## config.mk

```make
export PLATFORM = sky130hd
export DESIGN_NAME = avm_rd_arb
export DESIGN_NICKNAME = d
export VERILOG_FILES = /design/src/rtl/avm_rd_arb.sv
export SDC_FILE = /design/constraint.sdc
export NUM_CORES = 1
export LEC_CHECK = 0
export CAP_MARGIN = 0
export CORE_AREA = 2 2 127 129
export CTS_BUF_LIST = sky130_fd_sc_hd__clkbuf_16
export DETAILED_ROUTE_END_ITERATION = 6
export DIE_AREA = 0 0 129 131
export GPL_TIMING_DRIVEN = 0
export PLACE_DENSITY = 0.7
export RECOVER_POWER = 25
export SLEW_MARGIN = 5
export SYNTH_ARGS = -nofsm -noshare
export SYNTH_HDL_FRONTEND = slang
export SYNTH_SLANG_ARGS = --single-unit
```

## constraint.sdc

```tcl
create_clock -name exclk -period 5.1 [get_ports exclk]
set_clock_uncertainty 0.1 [all_clocks]
set_input_delay 1.02 -clock exclk [delete_from_list [all_inputs] [get_ports exclk]]
set_output_delay 1.02 -clock exclk [all_outputs]
set_load 0.02 [all_outputs]
```

## src/rtl/avm_rd_arb.sv

```systemverilog
// avm_rd_arb -- two-requester burst-read arbiter onto one Avalon-MM read port.
//
// Purpose:
//   Requesters 0 and 1 issue burst reads. A round-robin arbiter picks one,
//   registers its command and holds it on the DDR port until the DDR accepts
//   it. A tag FIFO records {requester id, burstcount} per accepted command.
//   Returning beats are routed to the requester at the FIFO head, and that
//   entry is retired when its last beat arrives. The DDR returns data in
//   command order.
//
// Handshake semantics (Avalon-MM, all signals sampled on rising exclk):
//   A command transfers on the cycle where read is high and waitrequest is
//   low. While waitrequest is high, the master holds read, address and
//   burstcount stable. reqN_waitrequest is low only in the cycle that
//   requester N's command is accepted by the DDR. readdatavalid marks one
//   64-bit return beat per cycle.
//
// Ports:
//   exclk, rst_n          clock, asynchronous active-low reset
//   reqN_read/address/burstcount   requester N command (N = 0, 1)
//   reqN_waitrequest      requester N stall (high except on acceptance)
//   reqN_readdata/valid   requester N return data and beat valid
//   r_avm_*               DDR Avalon-MM read master port
//   err_unexpected        sticky: a beat arrived with nothing outstanding
//   dbg_state             current FSM state (0 = IDLE, 1 = ISSUE)

module avm_rd_arb #(
  parameter int TAG_DEPTH = 4
) (
  input  logic        exclk,
  input  logic        rst_n,

  input  logic        req0_read,
  input  logic [31:0] req0_address,
  input  logic [4:0]  req0_burstcount,
  output logic        req0_waitrequest,
  output logic [63:0] req0_readdata,
  output logic        req0_readdatavalid,

  input  logic        req1_read,
  input  logic [31:0] req1_address,
  input  logic [4:0]  req1_burstcount,
  output logic        req1_waitrequest,
  output logic [63:0] req1_readdata,
  output logic        req1_readdatavalid,

  input  logic        r_avm_waitrequest,
  output logic        r_avm_read,
  output logic [31:0] r_avm_address,
  output logic [4:0]  r_avm_burstcount,
  output logic [7:0]  r_avm_byteenable,
  input  logic [63:0] r_avm_readdata,
  input  logic        r_avm_readdatavalid,

  output logic        err_unexpected,
  output logic        dbg_state
);

  localparam int PW = (TAG_DEPTH > 1) ? $clog2(TAG_DEPTH) : 1;

  typedef enum logic {
    IDLE  = 1'b0,
    ISSUE = 1'b1
  } state_t;

  state_t      state_q, state_d;

  logic [31:0] addr_q;
  logic [4:0]  bc_q;
  logic        grant_id_q;
  logic        last_grant_q;

  // Tag FIFO: id and burstcount per accepted, not yet completed burst.
  logic        tag_id [TAG_DEPTH];
  logic [4:0]  tag_bc [TAG_DEPTH];
  logic [PW-1:0] wr_ptr_q, rd_ptr_q;
  logic [PW:0]   count_q;
  logic [4:0]    beat_cnt_q;

  logic        fifo_full, fifo_empty;
  logic        any_req, win_id, grant;
  logic [31:0] win_addr;
  logic [4:0]  win_bc;
  logic        accept;
  logic        head_id;
  logic [4:0]  head_bc;
  logic        beat, last_beat;

  // Zero-length bursts are not legal on Avalon; issue them as single beats.
  function automatic logic [4:0] clamp_bc(input logic [4:0] b);
    if (b == 5'd0)       return 5'd1;
    else if (b > 5'd16)  return 5'd16;
    else                 return b;
  endfunction

  assign fifo_full  = (count_q == (PW+1)'(TAG_DEPTH));
  assign fifo_empty = (count_q == '0);

  assign any_req = req0_read | req1_read;
  // On contention the requester not granted last wins; otherwise the only one.
  assign win_id   = (req0_read & req1_read) ? ~last_grant_q : req1_read;
  assign win_addr = win_id ? req1_address : req0_address;
  assign win_bc   = clamp_bc(win_id ? req1_burstcount : req0_burstcount);

  assign grant  = (state_q == IDLE) && !fifo_full && any_req;
  assign accept = (state_q == ISSUE) && !r_avm_waitrequest;

  assign head_id = tag_id[rd_ptr_q];
  assign head_bc = tag_bc[rd_ptr_q];

  // Beats with nothing outstanding are flagged, never forwarded or counted.
  assign beat      = r_avm_readdatavalid && !fifo_empty;
  assign last_beat = beat && (5'(beat_cnt_q + 5'd1) == head_bc);

  always_comb begin
    state_d = state_q;
    case (state_q)
      IDLE:    if (grant)  state_d = ISSUE;
      ISSUE:   if (accept) state_d = IDLE;
      default: state_d = IDLE;
    endcase
  end

  always_ff @(posedge exclk or negedge rst_n) begin
    if (!rst_n) begin
      state_q      <= IDLE;
      addr_q       <= '0;
      bc_q         <= '0;
      grant_id_q   <= 1'b0;
      last_grant_q <= 1'b1;
    end else begin
      state_q <= state_d;
      if (grant) begin
        addr_q       <= win_addr;
        bc_q         <= win_bc;
        grant_id_q   <= win_id;
        last_grant_q <= win_id;
      end
    end
  end

  always_ff @(posedge exclk or negedge rst_n) begin
    if (!rst_n) begin
      wr_ptr_q       <= '0;
      rd_ptr_q       <= '0;
      count_q        <= '0;
      beat_cnt_q     <= '0;
      err_unexpected <= 1'b0;
    end else begin
      if (accept)    wr_ptr_q <= wr_ptr_q + 1'b1;
      if (last_beat) rd_ptr_q <= rd_ptr_q + 1'b1;
      case ({accept, last_beat})
        2'b10:   count_q <= count_q + 1'b1;
        2'b01:   count_q <= count_q - 1'b1;
        default: count_q <= count_q;
      endcase
      if (last_beat)  beat_cnt_q <= '0;
      else if (beat)  beat_cnt_q <= beat_cnt_q + 5'd1;
      if (r_avm_readdatavalid && fifo_empty) err_unexpected <= 1'b1;
    end
  end

  // Entries are only read while valid, so storage needs no reset.
  always_ff @(posedge exclk) begin
    if (accept) begin
      tag_id[wr_ptr_q] <= grant_id_q;
      tag_bc[wr_ptr_q] <= bc_q;
    end
  end

  assign r_avm_read       = (state_q == ISSUE);
  assign r_avm_address    = addr_q;
  assign r_avm_burstcount = bc_q;
  assign r_avm_byteenable = 8'hFF;

  assign req0_waitrequest = !(accept && (grant_id_q == 1'b0));
  assign req1_waitrequest = !(accept && (grant_id_q == 1'b1));

  assign req0_readdata = r_avm_readdata;
  assign req1_readdata = r_avm_readdata;

  assign req0_readdatavalid = beat && (head_id == 1'b0);
  assign req1_readdatavalid = beat && (head_id == 1'b1);

  assign dbg_state = state_q;

endmodule

```

* Word level (Yosys, flattened, before mapping)
Memories as Yosys holds them, arrays and structs flattened.
Index checks and enable logic that the tools add are counted.
** Storage, ports and cells
- Output and inout bits :: 180
- Memories kept :: 2
- Bits in writable memories :: 24
- Flip-flop bits (word level) :: 53
- Input bits :: 144
- Word-level logic and storage cells :: 60
** Operators by class
- Add/sub/neg operators :: 5
- Reduce and logical (&&, ||, !) cells :: 19
- Muxes and demuxes :: 13
- Order comparisons :: 1
- Bitwise operators :: 6
- Equality and inequality tests :: 4
** Memory list
- tag_bc :: words 4, bits a word 5, read ports 1, clocked after memory_dff 0, wr ports 1, RTL line 75 : logic [4:0] tag_bc [TAG_DEPTH];
- tag_id :: words 4, bits a word 1, read ports 1, clocked after memory_dff 0, wr ports 1, RTL line 74 : logic tag_id [TAG_DEPTH];
** Operator list (count)
- two-way mux 32 bit :: 1
- two-way mux 5 bit :: 5
- logical AND 1 bit :: 10
- one-hot mux 3 bit (2 select lines) :: 1
- adder 5 x 1 -> 5 bit, second input constant :: 1
- == test 5 bit :: 1
- > comparator 5 bit, second input constant :: 1
- logical NOT 1 bit :: 5
- logical NOT 5 bit :: 1
- two-way mux 1 bit :: 5
- adder 2 x 1 -> 2 bit, second input constant :: 2
- inverter 1 bit :: 4
- nonzero test 2 bit :: 2
- adder 3 x 1 -> 3 bit, second input constant :: 1
- == test 3 bit, second input constant :: 1
- logical NOT 3 bit :: 1
- subtractor 3 x 1 -> 3 bit, second input constant :: 1
- == test 2 x 1 -> 1 bit, second input constant :: 1
- == test 2 bit, second input constant :: 1
- one-hot mux 1 bit (2 select lines) :: 1
- bitwise AND 1 bit :: 1
- bitwise OR 1 bit :: 1

* Depth between registers and ports, before layout
Gate-level depths: netlist of run 1.
- Depth in word-level cells :: 6
- Mapped depth :: 12
- Mapped depth without buffers :: 11

* Worst setup path after synthesis of run 1
OpenSTA, ideal clock, no wires.
- Path type :: register to register
- Start :: register rd_ptr_q[0]
- End :: register count_q[2]
- Data required time :: 4921 ps
- Cell stages (with the launch flop) :: 13
- Arrival time :: 2724 ps
- Slack :: 2197 ps
- Clock period less this slack :: 2903 ps
- Cells stage by stage :: dfrtp_1 -> buf_6 -> mux4_2 -> xnor2_2 -> nor3_1 -> a31oi_2 -> nor3_1 -> ha_1 -> inv_1 -> fa_1 -> xor2_1 -> nor2_1 -> xor2_1
** Between the ends
- Cells in the longest elaborated chain, start to end :: 5
- Elaborated cells between the ends (all ways) :: 7
- Classes of those cells :: eq/ne (3); mux (1); reduce/logical (2); memory (1)
** RTL lines
- start, declared :: RTL line 76 : logic [PW-1:0] wr_ptr_q, rd_ptr_q;
- start signal, assigned :: RTL line 151 : if (last_beat) rd_ptr_q <= rd_ptr_q + 1'b1;
- memory (4 x 5 bit) *
- == test 5 bit * :: RTL line 113 : assign last_beat = beat && (5'(beat_cnt_q + 5'd1) == head_bc);
- logical AND 1 bit * :: RTL line 113
- named net last_beat :: RTL line 87 : logic beat, last_beat;
- == test 2 x 1 -> 1 bit / == test 2 bit (equally long branches) :: RTL line 152 : case ({accept, last_beat})
- one-hot mux 3 bit (2 select lines) / nonzero test 2 bit (equally long branches)
- end signal, assigned :: RTL line 153 : 2'b10: count_q <= count_q + 1'b1;
- end signal, assigned :: RTL line 154 : 2'b01: count_q <= count_q - 1'b1;
- end signal, assigned :: RTL line 155 : default: count_q <= count_q;
- end, declared :: RTL line 77 : logic [PW:0] count_q;
Mark *: on every way through the listed nets, which the timed path passes. The rest lies on a longest branch.
A chain may end at the register's enable or synchronous reset.

* Worst setup path in the final report of run 1
- Start :: input r_avm_readdatavalid
- End :: output req1_readdatavalid
** Between the ends
- Cells in the longest elaborated chain, start to end :: 2
** RTL lines
- start, declared :: RTL line 53 : input logic r_avm_readdatavalid,
- logical AND 1 bit :: RTL line 112 : assign beat = r_avm_readdatavalid && !fifo_empty;
- logical AND 1 bit :: RTL line 183 : assign req1_readdatavalid = beat && (head_id == 1'b1);
- end, declared :: RTL line 45 : output logic req1_readdatavalid,
Every way passes these cells.

==> results by group, run 1 <==
Worst setup path
  – Type of origin of the critical path: primary input
  – Endpoint arrival time on the critical path: 2.78 ns
  – Buffering stage count on the worst path with inverters included: 2
  – Critical-path cell with the highest stage delay: clkdlybuf4s50_1
  – Category of the worst setup path capture point: output port
  – Path type of the worst setup path: primary input to output port
  – Top cell family by delay on the critical path: buffers and inverters
  – Top fanout value on the critical path: 6
  – R2R Setup Slk: 1.70 ns
  – WP data required: 3.98 ns
  – Crit-path max cell delay: 0.60 ns
  – Critical-path cell list: dlygate4sd3_1 -> nor2b_1 -> and2_1 -> clkdlybuf4s50_1

Timing
  – RSZ-0062 raised after global routing: no
  – Final critical-path share of the clock period: 76.40%
  – Worst hold slack after final layout: 0.3578 ns
  – Count of final max-slew check failures: 38
  – Clock period minus worst slack: 3.897 ns
  – Max Freq: 256.6 MHz
  – Number of hold violations in the final report: 0
  – Transition time at the pin with the least slew margin: 2.056 ns
  – Final setup slack of the worst path: 1.203 ns
  – Max_slew headroom: -37.07%
  – Total setup violations reported at the end of the flow: 0
  – Setup TNS Final: 0 ns

Die
  – Rows: 46
  – Chip height: 131 um
  – Area of the core region: 15600 um2
  – Starting density of the core: 29.28%
  – Area of the die: 16900 um2
  – Top Ports: 324
  – Die extent in x: 129 um

Global route
  – Via count of the first global-routing pass: 3773
  – Gr usage total: 14.58%
  – Largest net degree at the start of global routing: 38
  – Global-route wire length before repair: 19020 um
  – Number of antenna violations at the first check in global routing: 1
  – Overflow left after global routing: 0

Cells and area
  – Relative area change from synthesis to final layout: 68.03%
  – Highest-count cells in the layout ignoring fill and taps: clkdlybuf4s50_1, buf_4, dfrtp_1, nand2_1, mux2i_1
  – Most common cell after layout, fill and taps aside: clkdlybuf4s50_1
  – Final design instance area without fill: 7674 um2
  – Fraction of layout cells with a size suffix above 1: 22.58%
  – Final nets: 859

Route
  – Initial DRT Pass Iterations: 6
  – Overall via count from detail_route: 3804
  – Detailed-route wire length per cell: 13.81 um
  – Final ANT Viol Nets: 0
  – Count of unresolved DRC violations after routing: 0
  – Aggregate routed wire length: 12840 um
  – Violation count after the first detailed-route iteration: 106
  – Vias per cell: 4.090

Pwr
  – Leakage: 3.305 nW
  – Power Density: 436.3 nW/um2
  – Power, Total: 0.003348 W
  – Peak supply drop: 0.2531 mV

Clock tree
  – Buffers inserted during post-CTS setup optimization: 0
  – Number of buffers inserted for hold repair after clock tree synthesis: 0
  – Clock root buffer master: clkbuf_16
  – Latest clock arrival within the worst-skew pair: 0.34 ns
  – CTS tree: yes
  – Number of H-tree branching levels: 3
  – Number of clock buffers inserted by TritonCTS: 9
  – CTS-repair resized insts: 0
  – Clk buf depth: 2
  – Count of clock tree sinks: 77
  – Worst-path clk slew: 0.06 ns

Logic synthesis
  – Register area share after synthesis: 44.85%
  – Largest family of logic cells by synthesized area: buffers and inverters
  – Share of synthesized flip-flops with an asynchronous set or reset: 68.83%
  – Mapped Cells: 438
  – Post-Synth Adder-Cell Area: 2.082%
  – Simple-gate share of the synthesized area: 7.479%
  – Synth Warn #: 0
  – Share of synthesized area spent on multiplexers: 11.12%
  – Leading register cell type out of synthesis: dfrtp_1
  – Xor and xnor area share after synthesis: 3.041%
  – Fraction of the mapped netlist area in compound gates: 6.767%
  – Number of synthesized flops with an enable pin: 24
  – Flop and latch count out of synthesis: 77
  – Post-synthesis instance area: 4567 um2
  – Syn avg cell area: 10.43 um2
  – Number of library cell types mapped by synthesis: 38

Run
  – Number of maximum-capacitance constraint violations: 1

Placed design
  – Worst slack, placed: 1.273 ns
  – IO buf count: 251
  – Final Wtd Congestion: 0.7337
  – Placed cell areas: 7391 um2
  – HPWL after DPL: 10730 um

Status
  – Violated checks: capacitance limit, slew limit
  – Status: finished, violations left

Min path
  – Class of the tightest hold or removal check: flop to flop
-- where the power goes --
part | leakage [nW] | total [W] | internal, W | switching [W]
combinational | 2.30 | 0.00163 | 0.000785 | 0.000845
sequential | 0.863 | 0.00108 | 0.000909 | 0.000172
clock | 0.144 | 0.000637 | 0.000381 | 0.000257
-- flip-flops by register name, indices dropped and copies added (netlist names) --
signal	count
grant_id_q	1
r_avm_burstcount	5
r_avm_address	32
err_unexpected	1
rd_ptr_q	2
dbg_state	1
last_grant_q	1
wr_ptr_q	2
tag_bc	20
beat_cnt_q	5
count_q	3
tag_id	4
-- cells in the mapped netlist (all sizes together) (8+ instances only) --
| master | number | share of area, % |
|---|---|---|
| nand2 | 48 | 3.9 |
| inv | 8 | 0.66 |
| buf | 143 | 23 |
| o21ai | 41 | 4.5 |
| mux2i | 41 | 9.0 |
| clkbuf | 8 | 0.66 |
| edfxtp | 24 | 16 |
| xnor2 | 9 | 1.9 |
| nor2 | 9 | 0.74 |
| dfrtp | 52 | 28 |
-- routing by layer --
| metal | global-route usage, % | vias up | wire length [um] |
|---|---|---|---|
| li1 | - | 1862 | - |
| met1 | 17.61 | 1760 | 5088 |
| met2 | 24.87 | 171 | 6564 |
| met4 | 3.708 | 0 | 101 |
| met5 | 0 | - | 0 |
| met3 | 5.252 | 11 | 1084 |
-- final timing paths --
| kind | endpoint | from | cells after the start |
|---|---|---|---|
| worst max-delay path | req1_readdatavalid | r_avm_readdatavalid | 4 |
| worst min-delay path | err_unexpected | err_unexpected | 1 |
| worst min register to register | err_unexpected | err_unexpected | 1 |
| worst max register to register | count_q[2] | rd_ptr_q[0] | 12 |
| max in group asynchronous | r_avm_address[4] | rst_n | 2 |
| min in group asynchronous | beat_cnt_q[3] | rst_n | 1 |
-- layout make-up --
| class | count | area [um2] |
|---|---|---|
| Fill cell | 1458 | 7924 |
| Clock buffer | 9 | 225.2 |
| Inverter | 8 | 30.03 |
| Clock inverter | 7 | 72.57 |
| Tap cell | 216 | 270.3 |
| Multi-Input combinational cell | 209 | 1423 |
| Sequential cell | 77 | 2048 |
| Buffer | 151 | 1092 |
| Antenna cell | 1 | 2.502 |
| Timing Repair Buffer | 252 | 2510 |
-- cell families (layout without fill, tap and decap cells) --
family	Yosys count	in the layout
compound gates	55	55
xor+xnor	15	15
fa+ha+maj	7	7
buf+inv	159	427
flops	77	77
mux	45	45
other cells	1	9
simple gates	79	79
-- metrics by stage --
stage	util [%]	cells
after floorplan	-	445
after global placement	47.29	912
after detailed placement	47.38	913
after CTS	49.29	929
after global routing	49.20	930
final	49.20	930
No activity file was read; power rests on OpenSTA's default activity.
==> inputs of run 2 (changes only) <==
--- a/config.mk
+++ b/config.mk
@@ -11,7 +11,7 @@
 export DETAILED_ROUTE_END_ITERATION = 6
 export DIE_AREA = 0 0 129 131
 export GPL_TIMING_DRIVEN = 0
-export PLACE_DENSITY = 0.7
+export PLACE_DENSITY = 0.73
 export RECOVER_POWER = 25
 export SLEW_MARGIN = 5
 export SYNTH_ARGS = -nofsm -noshare
==> constraint.sdc (replaced) <==
create_clock -name exclk -period 3.2 [get_ports exclk]
set_clock_uncertainty 0.1 [all_clocks]
set_input_delay 0.64 -clock exclk [delete_from_list [all_inputs] [get_ports exclk]]
set_output_delay 0.64 -clock exclk [all_outputs]
set_load 0.02 [all_outputs]
==> results by group, run 2 (synthesis gave the netlist of run 1 again) <==
Min path
  – Number of cells on the worst hold path: 1 (unchanged)
  – Class of the tightest hold or removal check: flop to flop (unchanged)
  – Startpoint of the tightest hold check path: err_unexpected (unchanged)
  – Sink of the worst hold path: err_unexpected (unchanged)

Cells and area
  – Highest-count cells in the layout ignoring fill and taps: clkdlybuf4s50_1, buf_4, dfrtp_1, nand2_1, mux2i_1 (unchanged)
  – Final nets: 859 (unchanged)
  – Inserted Diodes: 0 (was 1)
  – Final design instance area without fill: 7669 um2 (was 7674 um2)
  – Flip-flop count of the largest register after layout: 32 (unchanged)
  – Most common cell after layout, fill and taps aside: clkdlybuf4s50_1 (unchanged)
  – Relative area change from synthesis to final layout: 67.92% (was 68.03%)
  – Final design utilization: 49.17% (was 49.20%)
  – Fraction of layout cells with a size suffix above 1: 22.16% (was 22.58%)

Placed design
  – Final Wtd Congestion: 0.7620 (was 0.7337)
  – Placed cell areas: 7391 um2 (unchanged)
  – IO buf count: 251 (unchanged)
  – HPWL after DPL: 10730 um (about the same)

Global route
  – Overflow left after global routing: 0 (unchanged)
  – Largest net degree at the start of global routing: 29 (was 38)
  – Via count of the first global-routing pass: 3455 (was 3773)
  – Gr usage total: 13.99% (was 14.58%)
  – Number of antenna violations at the first check in global routing: 1 (unchanged)
  – Global-route wire length before repair: 18150 um (was 19020 um)

Timing
  – Total setup violations reported at the end of the flow: 0 (unchanged)
  – Final critical-path share of the clock period: 96.33%
  – Worst hold slack after final layout: 0.3569 ns (was 0.3578 ns)
  – Transition time at the pin with the least slew margin: 1.479 ns (was 2.056 ns)
  – Count of final max-slew check failures: 0 (was 38)
  – Number of hold violations in the final report: 0 (unchanged)
  – Max Freq: 324.4 MHz
  – Clock period minus worst slack: 3.083 ns
  – Max_slew headroom: 1.382% (was -37.07%)
  – RSZ-0062 raised after global routing: no (unchanged)

Clock tree
  – Number of clock buffers inserted by TritonCTS: 9 (unchanged)
  – Clk buf depth: 2 (unchanged)
  – Latest clock arrival within the worst-skew pair: 0.32 ns (was 0.34 ns)
  – Number of H-tree branching levels: 3 (unchanged)
  – Worst-path clk slew: 0.06 ns (about the same)
  – Buffers inserted during post-CTS setup optimization: 0 (unchanged)
  – Clock root buffer master: clkbuf_16 (unchanged)
  – CTS tree: yes (unchanged)
  – Count of clock tree sinks: 77 (unchanged)

Route
  – Overall via count from detail_route: 3725 (was 3804)
  – Initial DRT Pass Iterations: 4 (was 6)
  – Final ANT Viol Nets: 0 (unchanged)
  – Aggregate routed wire length: 12560 um (was 12840 um)
  – Count of unresolved DRC violations after routing: 0 (unchanged)
  – Violation count after the first detailed-route iteration: 86 (was 106)
  – Vias per cell: 4.010 (was 4.090)
  – Detailed-route wire length per cell: 13.52 um (was 13.81 um)

Pwr
  – Proportion of total power due to net switching: 37.91% (was 38.03%)
  – Power, Total: 0.005252 W (was 0.003348 W)
  – Internal cell power: 0.003261 W (was 0.002075 W)
  – Clock network fraction of design power: 17.8% (was 19.0%)
  – Proportion of power drawn by flip-flops and latches: 32.7% (was 32.3%)
  – Peak supply drop: 0.3954 mV (was 0.2531 mV)
  – Power Density: 684.8 nW/um2 (was 436.3 nW/um2)
  – Switching power total: 0.001991 W (was 0.001273 W)
  – Leakage: 3.316 nW (was 3.305 nW)
  – Gate power share: 49.5% (was 48.7%)

Die
  – Die extent in x: 129 um (unchanged)
  – Chip height: 131 um (unchanged)
  – Starting density of the core: 29.28% (unchanged)
  – Area of the core region: 15600 um2 (unchanged)
  – Top Ports: 324 (unchanged)
  – Rows: 46 (unchanged)
  – Area of the die: 16900 um2 (unchanged)

Worst setup path
  – Category of the worst setup path capture point: output port (unchanged)
  – Path type of the worst setup path: primary input to output port (unchanged)
  – Type of origin of the critical path: primary input (unchanged)
  – Launch point of the worst reg-to-reg path: rd_ptr_q[0] (unchanged)
  – Worst reg2reg endpoint: count_q[2] (unchanged)
  – WP data required: 2.46 ns (was 3.98 ns)
  – Top fanout value on the critical path: 6 (unchanged)
  – Endpoint arrival time on the critical path: 2.34 ns (was 2.78 ns)
  – Logic depth of the worst register-to-register path: 12 (unchanged)
  – R2R Setup Slk: 0.26 ns (was 1.70 ns)

Run
  – Number of maximum-capacitance constraint violations: 0 (was 1)

Status
  – Status: finished clean (was finished, violations left)
-- run 2: cell count changes in the layout (fill, tap and decap cells not counted), sizes merged --
cell           before  now
bufinv              1    0
clkdlybuf4s50     247  250
clkinv              3    5
clkinvlp            1    0
diode               1    0
dlygate4sd3         3    0
dlymetal6s2s        0    1
inv                10    9
-- run 2: per-layer routing --
layer / global-route usage (%) / wire [um] / vias to the layer above
li1: - / - / 1852
met5: 0 / 13 / -
met4: 4.220 / 139 / 2
met2: 25.89 / 6659 / 201
met1: 13.97 / 4211 / 1658
met3: 6.596 / 1533 / 12
-- run 2: worst max-delay path: stages --
cell	delay, ns
clkdlybuf4s50_1	0.50
nor2b_1	0.38
and2_1	0.21
clkdlybuf4s50_1	0.61
-- run 2: power by group through the flow --
stage,logic [W],clock network [W],registers (W)
floorplan,0.00124,0,0.00197
global placement,0.00259,0,0.00172
detailed placement,0.00262,0,0.00173
CTS,0.00263,0.000958,0.00172
global route,0.00284,0.000991,0.00178
finish,0.00260,0.000934,0.00172
-- run 2: worst max-delay path by stage --
stage                             start  cells after the start            endpoint  slack (ns)
floorplan                   rd_ptr_q[0]                     12          count_q[2]        0.30
global placement                  rst_n                      1   r_avm_address[27]       -0.30
detailed placement  r_avm_readdatavalid                     10          count_q[2]       -0.13
CTS                 r_avm_readdatavalid                      4  req1_readdatavalid        0.09
global route                rd_ptr_q[0]                     12          count_q[2]        0.01
finish              r_avm_readdatavalid                      4  req1_readdatavalid        0.12
-- run 2: through the flow --
stage / instances / setup TNS (ns) / setup WS [ns]
final: 929 / 0 / 0.1173
after global routing: 929 / 0 / 0.01065
after CTS: 929 / 0 / 0.08873
after detailed placement: 913 / -0.1277 / -0.1277
after global placement: 912 / -15.32 / -0.2970
after floorplan: 445 / 0 / 0.2968
-- run 2: cell type report --
| class | count | area, um2 |
|---|---|---|
| Buffer | 151 | 1092 |
| Inverter | 8 | 30.03 |
| Fill cell | 1482 | 7929 |
| Clock inverter | 6 | 25.02 |
| Multi-Input combinational cell | 209 | 1434 |
| Tap cell | 216 | 270.3 |
| Sequential cell | 77 | 2048 |
| Timing Repair Buffer | 252 | 2519 |
| Clock buffer | 10 | 250.2 |
-- run 2: repair_timing --
item	CTS	global route
pin swaps	0	1
resized for setup	1	1
hold buffers	0	0
setup endpoints to repair	1	1
==> inputs of run 3 (changes only) <==
--- a/config.mk
+++ b/config.mk
@@ -5,13 +5,14 @@
 export SDC_FILE = /design/constraint.sdc
 export NUM_CORES = 1
 export LEC_CHECK = 0
+export ABC_AREA = 1
 export CAP_MARGIN = 0
-export CORE_AREA = 2 2 127 129
+export CORE_AREA = 2 2 125 127
 export CTS_BUF_LIST = sky130_fd_sc_hd__clkbuf_16
 export DETAILED_ROUTE_END_ITERATION = 6
-export DIE_AREA = 0 0 129 131
+export DIE_AREA = 0 0 127 129
 export GPL_TIMING_DRIVEN = 0
-export PLACE_DENSITY = 0.73
+export PLACE_DENSITY = 0.76
 export RECOVER_POWER = 25
 export SLEW_MARGIN = 5
 export SYNTH_ARGS = -nofsm -noshare
==> results by group, run 3 <==
Timing
  – Final critical-path share of the clock period: 91.50% (was 96.33%)
  – Number of hold violations in the final report: 0 (unchanged)
  – Transition time at the pin with the least slew margin: 1.516 ns (was 1.479 ns)
  – Max Freq: 341.5 MHz (was 324.4 MHz)
  – Worst hold slack after final layout: 0.3695 ns (was 0.3569 ns)
  – Count of final max-slew check failures: 28 (was 0)
  – Max_slew headroom: -1.088% (was 1.382%)
  – Total setup violations reported at the end of the flow: 0 (unchanged)
  – Final setup slack of the worst path: 0.2722 ns (was 0.1173 ns)
  – RSZ-0062 raised after global routing: no (unchanged)
  – Clock period minus worst slack: 2.928 ns (was 3.083 ns)
  – Setup TNS Final: 0 ns (unchanged)

Cells and area
  – Flip-flop count of the largest register after layout: 32 (unchanged)
  – Area taken by multi-input logic gates: 1440 um2 (was 1434 um2)
  – Inserted Diodes: 0 (unchanged)
  – Total of fill cells in the finished design: 1406 (was 1482)
  – Fraction of layout cells with a size suffix above 1: 21.29% (was 22.16%)
  – Final nets: 968 (was 859)
  – Flip-flop and latch area: 2048 um2 (unchanged)
  – Relative area change from synthesis to final layout: 65.46% (was 67.92%)
  – Post-Layout Cell Count: 1010 (was 929)
  – Most common cell after layout, fill and taps aside: clkdlybuf4s50_1 (unchanged)
  – Highest-count cells in the layout ignoring fill and taps: clkdlybuf4s50_1, buf_4, nand2_1, nor2_1, dfrtp_1 (was clkdlybuf4s50_1, buf_4, dfrtp_1, nand2_1, mux2i_1)

Clock tree
  – Number of H-tree branching levels: 3 (unchanged)
  – Number of clock buffers inserted by TritonCTS: 9 (unchanged)
  – Latest clock arrival within the worst-skew pair: 0.33 ns (was 0.32 ns)
  – CTS-repair resized insts: 0 (was 1)
  – Clk buf depth: 2 (unchanged)
  – Count of clock tree sinks: 77 (unchanged)
  – CTS tree: yes (unchanged)
  – Number of buffers inserted for hold repair after clock tree synthesis: 0 (unchanged)
  – Worst-path clk slew: 0.06 ns (about the same)
  – Buffers inserted during post-CTS setup optimization: 0 (unchanged)
  – Clock root buffer master: clkbuf_16 (unchanged)

Logic synthesis
  – Most repeated cell in the gate-level netlist after synthesis: buf_4 (unchanged)
  – Mapped Cells: 547 (was 438)
  – Synth Warn #: 0 (unchanged)
  – Simple-gate share of the synthesized area: 19.83% (was 7.479%)
  – Most frequent cells after synthesis: buf_4, nand2_1, nor2_1 (was buf_4, dfrtp_1, nand2_1)
  – Number of synthesized flops with an enable pin: 24 (unchanged)
  – Number of library cell types mapped by synthesis: 31 (was 38)
  – Cells taking the most area after synthesis: dfrtp_1, buf_4, edfxtp_1, nand2_1, nor2_1 (was dfrtp_1, buf_4, edfxtp_1, mux2i_1, o21ai_0)
  – Flop and latch count out of synthesis: 77 (unchanged)
  – Xor and xnor area share after synthesis: 0.9328% (was 3.041%)
  – Post-Synth Adder-Cell Area: 2.026% (was 2.082%)
  – Leading register cell type out of synthesis: dfrtp_1 (unchanged)
  – Share of synthesized flip-flops with an asynchronous set or reset: 68.83% (unchanged)
  – Share of synthesized area spent on multiplexers: 0% (was 11.12%)
  – Syn avg cell area: 8.582 um2 (was 10.43 um2)
  – Post-synthesis instance area: 4695 um2 (was 4567 um2)
  – Largest family of logic cells by synthesized area: buffers and inverters (unchanged)
  – Fraction of the mapped netlist area in compound gates: 7.303% (was 6.767%)
  – Register area share after synthesis: 43.63% (was 44.85%)
  – Area share of the largest cell type after synthesis: 27.72% (was 28.49%)
  – Library cell occupying the most area in the post-synthesis netlist: dfrtp_1 (unchanged)

Global route
  – Via count of the first global-routing pass: 4131 (was 3455)
  – Global-route wire length before repair: 20170 um (was 18150 um)
  – Number of antenna violations at the first check in global routing: 0 (was 1)
  – Gr usage total: 15.56% (was 13.99%)
  – Overflow left after global routing: 0 (unchanged)
  – Largest net degree at the start of global routing: 28 (was 29)

Route
  – Final ANT Viol Nets: 0 (unchanged)
  – Aggregate routed wire length: 13170 um (was 12560 um)
  – Overall via count from detail_route: 4250 (was 3725)
  – Detailed-route wire length per cell: 13.04 um (was 13.52 um)
  – Count of unresolved DRC violations after routing: 0 (unchanged)
  – Vias per cell: 4.208 (was 4.010)
  – Violation count after the first detailed-route iteration: 145 (was 86)
  – Initial DRT Pass Iterations: 4 (unchanged)

Status
  – Violated checks: capacitance limit, slew limit
  – Status: finished, violations left (was finished clean)

Worst setup path
  – Top fanout value on the critical path: 6 (unchanged)
  – Type of origin of the critical path: primary input (unchanged)
  – Critical-path cell with the highest stage delay: dlygate4sd3_1 (was clkdlybuf4s50_1)
  – WP data required: 2.46 ns (about the same)
  – Endpoint arrival time on the critical path: 2.19 ns (was 2.34 ns)
  – Crit-path max cell delay: 0.56 ns (was 0.61 ns)
  – Path type of the worst setup path: primary input to output port (unchanged)
  – Top cell family by delay on the critical path: buffers and inverters (unchanged)
  – Critical-path cell list: dlygate4sd3_1 -> nor2_1 -> nand2_1 -> clkdlybuf4s50_1 (was clkdlybuf4s50_1 -> nor2b_1 -> and2_1 -> clkdlybuf4s50_1)
  – Category of the worst setup path capture point: output port (unchanged)
  – Buffering stage count on the worst path with inverters included: 2 (unchanged)

Min path
  – Class of the tightest hold or removal check: flop to flop (unchanged)

Pwr
  – Proportion of power drawn by flip-flops and latches: 31.0% (was 32.7%)
  – Switching power total: 0.002201 W (was 0.001991 W)
  – Power Density: 713.5 nW/um2 (was 684.8 nW/um2)
  – Peak supply drop: 0.4279 mV (was 0.3954 mV)
  – Leakage: 3.534 nW (was 3.316 nW)
  – Internal cell power: 0.003341 W (was 0.003261 W)
  – Clock network fraction of design power: 18.5% (was 17.8%)
  – Gate power share: 50.6% (was 49.5%)
  – Proportion of total power due to net switching: 39.72% (was 37.91%)

Run
  – Number of maximum-capacitance constraint violations: 1 (was 0)

Placed design
  – Cells after DPL: 994 (was 913)
  – IO buf count: 251 (unchanged)
  – HPWL after DPL: 10950 um (was 10730 um)
  – Final Wtd Congestion: 0.8013 (was 0.7620)
  – Worst slack, placed: 0.2165 ns (was -0.1277 ns)

Die
  – Area of the die: 16380 um2 (was 16900 um2)
  – Top Ports: 324 (unchanged)
  – Area of the core region: 14980 um2 (was 15600 um2)
  – Rows: 45 (was 46)
  – Die extent in x: 127 um (was 129 um)
  – Chip height: 129 um (was 131 um)
  – Starting density of the core: 31.35% (was 29.28%)
==> run 3: worst reg2reg max path, delay by kind of cell (launching register included) <==
family,cells,cell delay [ns]
and+or+nand+nor,4,0.42
buffers and inverters,3,0.22
xor gates and xnor gates,2,0.37
AOI/OAI and AO/OA,2,0.25
adders and majority gates,3,0.79
DFF,1,0.46
==> run 3: power groups by stage <==
| stage | registers (W) | clock network (W) | logic [W] |
|---|---|---|---|
| final | 0.00172 | 0.00102 | 0.00280 |
| after global routing | 0.00177 | 0.00109 | 0.00307 |
| after CTS | 0.00172 | 0.00104 | 0.00285 |
| after detailed placement | 0.00172 | 0 | 0.00284 |
| after global placement | 0.00171 | 0 | 0.00281 |
| after floorplan | 0.00197 | 0 | 0.00141 |
==> run 3: final timing paths <==
check                                        from                end  slack [ns]  cells past startpoint
worst min-delay path               err_unexpected     err_unexpected        0.37                      1
min in group asynchronous                   rst_n        rd_ptr_q[1]        0.57                      1
worst max register to register      beat_cnt_q[0]         count_q[2]        0.49                     14
worst max-delay path            r_avm_waitrequest   req1_waitrequest        0.27                      4
max in group asynchronous                   rst_n  r_avm_address[12]        1.00                      2
worst min register to register     err_unexpected     err_unexpected        0.37                      1
==> run 3: routing by layer <==
layer	track usage, %	share of wire (%)	vias to the layer above
met1	15.52	36	1891
met5	0	0	-
met4	4.590	1.1	0
met2	29.66	53	195
met3	6.320	10	10
li1	-	-	2154
==> run 3: cell families (layout without fill, tap and decap cells) <==
logic type,count (synthesis),count (layout)
xor gates and xnor gates,5,5
other,1,8
AOI/OAI and AO/OA,48,48
DFF,77,77
and+or+nand+nor,226,226
adders and majority gates,7,7
buffers and inverters,183,451
==> run 3: per-stage QoR <==
step	util (%)	area, um2	total power (W)
after floorplan	-	4721	0.003372
after global placement	49.87	7468	0.004515
after detailed placement	49.97	7483	0.004558
after CTS	51.99	7786	0.005608
after global routing	51.86	7767	0.005928
final	51.86	7767	0.005542
==> run 3: cell type report <==
class	instances	area share [%]
buffer	155	14.48
clock buffer	10	3.222
clock inverter	6	0.6765
inverter	28	1.353
multi-input combinational	294	18.54
sequential	77	26.37
tap	188	3.028
timing repair buffer	252	32.33
